===== src/rtl/shiftregister_pkg.sv =====
// Shared state encoding and bit-order constants for the framed shift engine.
package shiftregister_pkg;

    localparam logic [1:0] ST_IDLE     = 2'd0;
    localparam logic [1:0] ST_SHIFTING = 2'd1;
    localparam logic [1:0] ST_DONE     = 2'd2;

    localparam logic ORDER_MSB = 1'b0;
    localparam logic ORDER_LSB = 1'b1;

    typedef enum logic [1:0] {
        S_IDLE     = ST_IDLE,
        S_SHIFTING = ST_SHIFTING,
        S_DONE     = ST_DONE
    } state_e;

endpackage


===== src/rtl/shiftregister_core.sv =====
// Width-parametrised data register: parallel load, direction-selected shift, serial tap.
module shiftregister_core
    import shiftregister_pkg::*;
#(
    parameter int width = 8
) (
    input  logic             clk,
    input  logic             reset,
    input  logic             load,
    input  logic             shift,
    input  logic             dir,
    input  logic [width-1:0] load_data,
    input  logic             serial_in,
    output logic [width-1:0] mem,
    output logic             serial_out
);

    logic [width-1:0] mem_q;
    logic [width-1:0] mem_d;

    always_comb begin
        mem_d = mem_q;
        if (load) begin
            mem_d = load_data;
        end else if (shift) begin
            if (dir == ORDER_LSB) begin
                mem_d = {serial_in, mem_q[width-1:1]};
            end else begin
                mem_d = {mem_q[width-2:0], serial_in};
            end
        end
    end

    always_ff @(posedge clk) begin
        if (reset) begin
            mem_q <= '0;
        end else begin
            mem_q <= mem_d;
        end
    end

    // dir comes from a register in the controller, so the tap stays a registered path
    assign serial_out = (dir == ORDER_LSB) ? mem_q[0] : mem_q[width-1];
    assign mem        = mem_q;

endmodule


===== src/rtl/framed_shiftregister.sv =====
// Framed full-duplex shift engine: handshake load, width edges of shifting, one-cycle done pulse.
module framed_shiftregister
    import shiftregister_pkg::*;
#(
    parameter int width = 8
) (
    input  logic             clk,
    input  logic             reset,
    input  logic             peripheralClkEdge,
    input  logic             loadValid,
    output logic             loadReady,
    input  logic [width-1:0] parallelDataIn,
    input  logic             lsbFirst,
    input  logic             serialDataIn,
    output logic             serialDataOut,
    output logic [width-1:0] parallelDataOut,
    output logic             busy,
    output logic             frameDone
);

    localparam int countWidth = $clog2(width);
    localparam logic [countWidth-1:0] LAST_BIT = countWidth'(width - 1);

    state_e                state_q, state_d;
    logic [countWidth-1:0] bit_count_q, bit_count_d;
    logic                  order_q, order_d;
    logic                  load_strobe;
    logic                  shift_strobe;

    always_comb begin
        state_d      = state_q;
        bit_count_d  = bit_count_q;
        order_d      = order_q;
        load_strobe  = 1'b0;
        shift_strobe = 1'b0;
        unique case (state_q)
            S_IDLE: begin
                // A simultaneous edge is deliberately dropped: the load wins.
                if (loadValid) begin
                    state_d     = S_SHIFTING;
                    bit_count_d = '0;
                    order_d     = lsbFirst;
                    load_strobe = 1'b1;
                end
            end
            S_SHIFTING: begin
                if (peripheralClkEdge) begin
                    shift_strobe = 1'b1;
                    if (bit_count_q == LAST_BIT) begin
                        state_d = S_DONE;
                    end else begin
                        bit_count_d = bit_count_q + 1'b1;
                    end
                end
            end
            S_DONE: begin
                state_d = S_IDLE;
            end
            default: begin
                state_d = S_IDLE;
            end
        endcase
    end

    always_ff @(posedge clk) begin
        if (reset) begin
            state_q     <= S_IDLE;
            bit_count_q <= '0;
            order_q     <= ORDER_MSB;
        end else begin
            state_q     <= state_d;
            bit_count_q <= bit_count_d;
            order_q     <= order_d;
        end
    end

    shiftregister_core #(
        .width(width)
    ) u_core (
        .clk       (clk),
        .reset     (reset),
        .load      (load_strobe),
        .shift     (shift_strobe),
        .dir       (order_q),
        .load_data (parallelDataIn),
        .serial_in (serialDataIn),
        .mem       (parallelDataOut),
        .serial_out(serialDataOut)
    );

    assign loadReady = (state_q == S_IDLE);
    assign busy      = (state_q == S_SHIFTING);
    assign frameDone = (state_q == S_DONE);

endmodule


===== config.mk =====
export PLATFORM = sky130hd
export DESIGN_NAME = framed_shiftregister
export DESIGN_NICKNAME = d
export VERILOG_FILES = /design/src/rtl/shiftregister_pkg.sv /design/src/rtl/shiftregister_core.sv /design/src/rtl/framed_shiftregister.sv
export SDC_FILE = /design/constraint.sdc
export NUM_CORES = 1
export LEC_CHECK = 0
export BUFFER_PORTS_ARGS = -buffer_cell sky130_fd_sc_hd__buf_2
export CORE_UTILIZATION = 35
export DETAILED_ROUTE_END_ITERATION = 6
export HOLD_SLACK_MARGIN = 0.06
export SKIP_LAST_GASP = 1
export SLEW_MARGIN = 15
export SYNTH_ARGS = -nofsm -noshare
export SYNTH_HDL_FRONTEND = slang
export SYNTH_SLANG_ARGS = --single-unit

===== constraint.sdc =====
create_clock -name clk -period 1.19 [get_ports clk]
set_input_delay 0.0595 -clock clk [delete_from_list [all_inputs] [get_ports clk]]
set_output_delay 0.0595 -clock clk [all_outputs]
set_load 0.05 [all_outputs]

==> metrics <==
max_cap viols 0; Tmin final about 1.3 ns; crit path max fanout 3; largest net degree at the start of global routing 9; Util after Layout 0.634; CP Class register to register; crit path capture type register; Clk pin slew, worst setup/hold paths around 0.090 ns; DIE HEIGHT roughly 49 um; htree depth 1; CP arrival about 1.5 ns; final non-filler cell area around 1300 um2; clock latency on the worst-skew pair between 0.2 and 0.3 ns; Yosys reg bits 14; P_leak between 0.5 and 0.6 nW; Post-Synth XOR/XNOR Area 0; Post-Layout Cell Count ~150; Post-Synthesis Cells 75; commonest non-fill, non-tap cell in the layout buf_2; Post-Syn Area just under 800 um2; Die Wd 49 um; post-synthesis sequential area ratio 0.362; period utilisation layout 1.06; Net Count, Synth just over 90; Compound-Gate Fraction of Synth Area 0.170; I/O Buffers 25; Cell Rows 16; failing checks negative setup slack; total gr overflow 0; vias per inst between 4 and 5; share of cells above drive strength 1 0.548; clk root buf clkbuf_4; R2R Path Start bit_count_q[0]$_SDFFE_PP0P_; adder-cell share of the synthesized area 0.0324; # diodes 0; drt wl/cell roughly 13 um; r2r worst-path depth 5; core area 2020 um2; worst hold start loadValid; Final WS setup -0.0722 ns; FF-to-FF End bit_count_q[0]$_SDFFE_PP0P_; Synth area leader dfxtp_1; first-pass GRT wire length roughly 3200 um; worst-margin pin slew about 0.25 ns; Starting Density 0.382; DP Area 996 um2; Detail Route Antenna Nets 0; Ys Warns 0; initial antenna violation count 0; clk_skew between 0.002 and 0.0025 ns; worst setup path startpoint bit_count_q[0]$_SDFFE_PP0P_; PwrDens roughly 980 nW/um2; RSZ-0062 raised after global routing true; routability cong. roughly 0.74; largest family of logic cells by synthesized area multiplexers; post-synth top area share 0.362; area of the die between 2000 and 2500 um2; CP Launch Type register; max-slew violations 0; area grow syn2layout 65.9%; Routed WL 1900 um; I/O pin count 26; HP Class input port to register; HPWL Detailed 1260 um; mux cell area share after synthesis 0.262; most frequent cells in the layout 21 x buf_2, 11 x dlygate4sd3_1, 9 x mux2i_1, 9 x dfxtp_1; DRT Pass-1 Iters 4; Hold Path Sink order_q$_SDFFE_PP0P_; fmax 792 MHz; CTS sink count 14; Required @ worst endpoint around 1.4 ns; Post-Synth Simple-Gate Area 0.117; DP Cell Count about 130; pre-CTS WS -0.0361 ns; vias in the first global route 695; final hold violation count 0; Max-slew headroom 0.835; Iteration-0 DRC Markers 9; r2r setup slk -0.07 ns; CTS tree built; count of final setup violators 5; synth top area cells dfxtp_1 36%, mux2_2 15%, mux2i_1 12%; syn avg cell area 10.3 um2; maximum root-to-sink buffer count 2; Netlist cell types 23; drc violations 0; status complete, but fails checks; Hold Path Stages 3; CTS Buf Count 3; Min Hold Slack ~0.077 ns; via count 754; largest vdd supply drop about 0.74 mV; overall track demand over capacity in global routing 0.174; Nets ~140
layer usage:
layer  wire length (um)  vias up  global-route usage
li1                   -      379                   -
met1                938      353               0.225
met2                858       17               0.275
met3                 78        5              0.0498
met4                 26        0              0.0588
met5                  0        -                   0
per-stage QoR:
step	TNS [ns]	power (mW)
floorplan	-0.535	0.756
CTS	-0.226	1.26
detailed placement	-0.274	0.838
global placement	-0.198	0.833
global route	-0.830	1.33
finish	-0.233	1.26
layout make-up:
class,instances,area (um2)
Fill cell,169,739
Multi-Input combinational cell,55,529
Timing Repair Buffer,49,384
Sequential cell,14,289
Clock buffer,4,36.3
Tap cell,27,33.8
Inverter,2,10.0
registers in the layout (all words and copies together), names as in the netlist:
name         count
state_q          2
u_core.mem       8
bit_count_q      3
order_q          1
power breakdown:
part	leakage [nW]	switching, mW	internal (mW)	total, mW
Sequential	0.117	0.0264	0.495	0.521
Combinational	0.440	0.203	0.183	0.386
Clock	0.0210	0.165	0.186	0.352
cells by family after synthesis:
logic type,Yosys count
adders and majority gates,2
AOI/OAI and AO/OA,17
DFF,14
and+or+nand+nor,16
buffers and inverters,7
muxes,19
worst max-delay path by stage:
stage | endpoint | depth (start not counted)
after floorplan | u_core.mem[0]$_SDFFE_PP0P_ | 5
after global placement | bit_count_q[0]$_SDFFE_PP0P_ | 5
after detailed placement | bit_count_q[0]$_SDFFE_PP0P_ | 5
after CTS | serialDataOut | 3
after global routing | bit_count_q[2]$_SDFFE_PP0P_ | 5
final | bit_count_q[0]$_SDFFE_PP0P_ | 5
cell usage after synthesis:
library cell,n
o2bb2ai_1,8
a21oi_1,4
and4bb_2,1
nand3_1,1
buf_2,2
dfxtp_1,14
nand2b_1,1
a21oi_2,1
mux2_2,10
inv_1,2
nand2_1,6
ha_1,2
mux2i_1,9
a21boi_0,1
nor2b_1,1
clkbuf_1,1
nor2_1,3
nand3b_1,1
nor3b_1,1
or3b_4,1
a32oi_1,2
buf_6,2
o211ai_1,1
worst max-delay path: stages, from the launching register on:
cell,delay (ns)
dfxtp_2,0.34
ha_4,0.16
ha_4,0.15
and4bb_2,0.31
mux2i_1,0.08
a21oi_1,0.15
repair_timing:
| item | in CTS | in global routing |
|---|---|---|
| cloned | 1 | 0 |
| endpoints found under the hold margin | 13 | 0 |
| resized for setup | 19 | 13 |
| hold buffers | 11 | 0 |
| buffers inserted | 3 | 1 |
| pin swaps | 5 | 8 |
| setup endpoints to repair | 15 | 15 |
No activity file was read; power rests on OpenSTA's default activity.
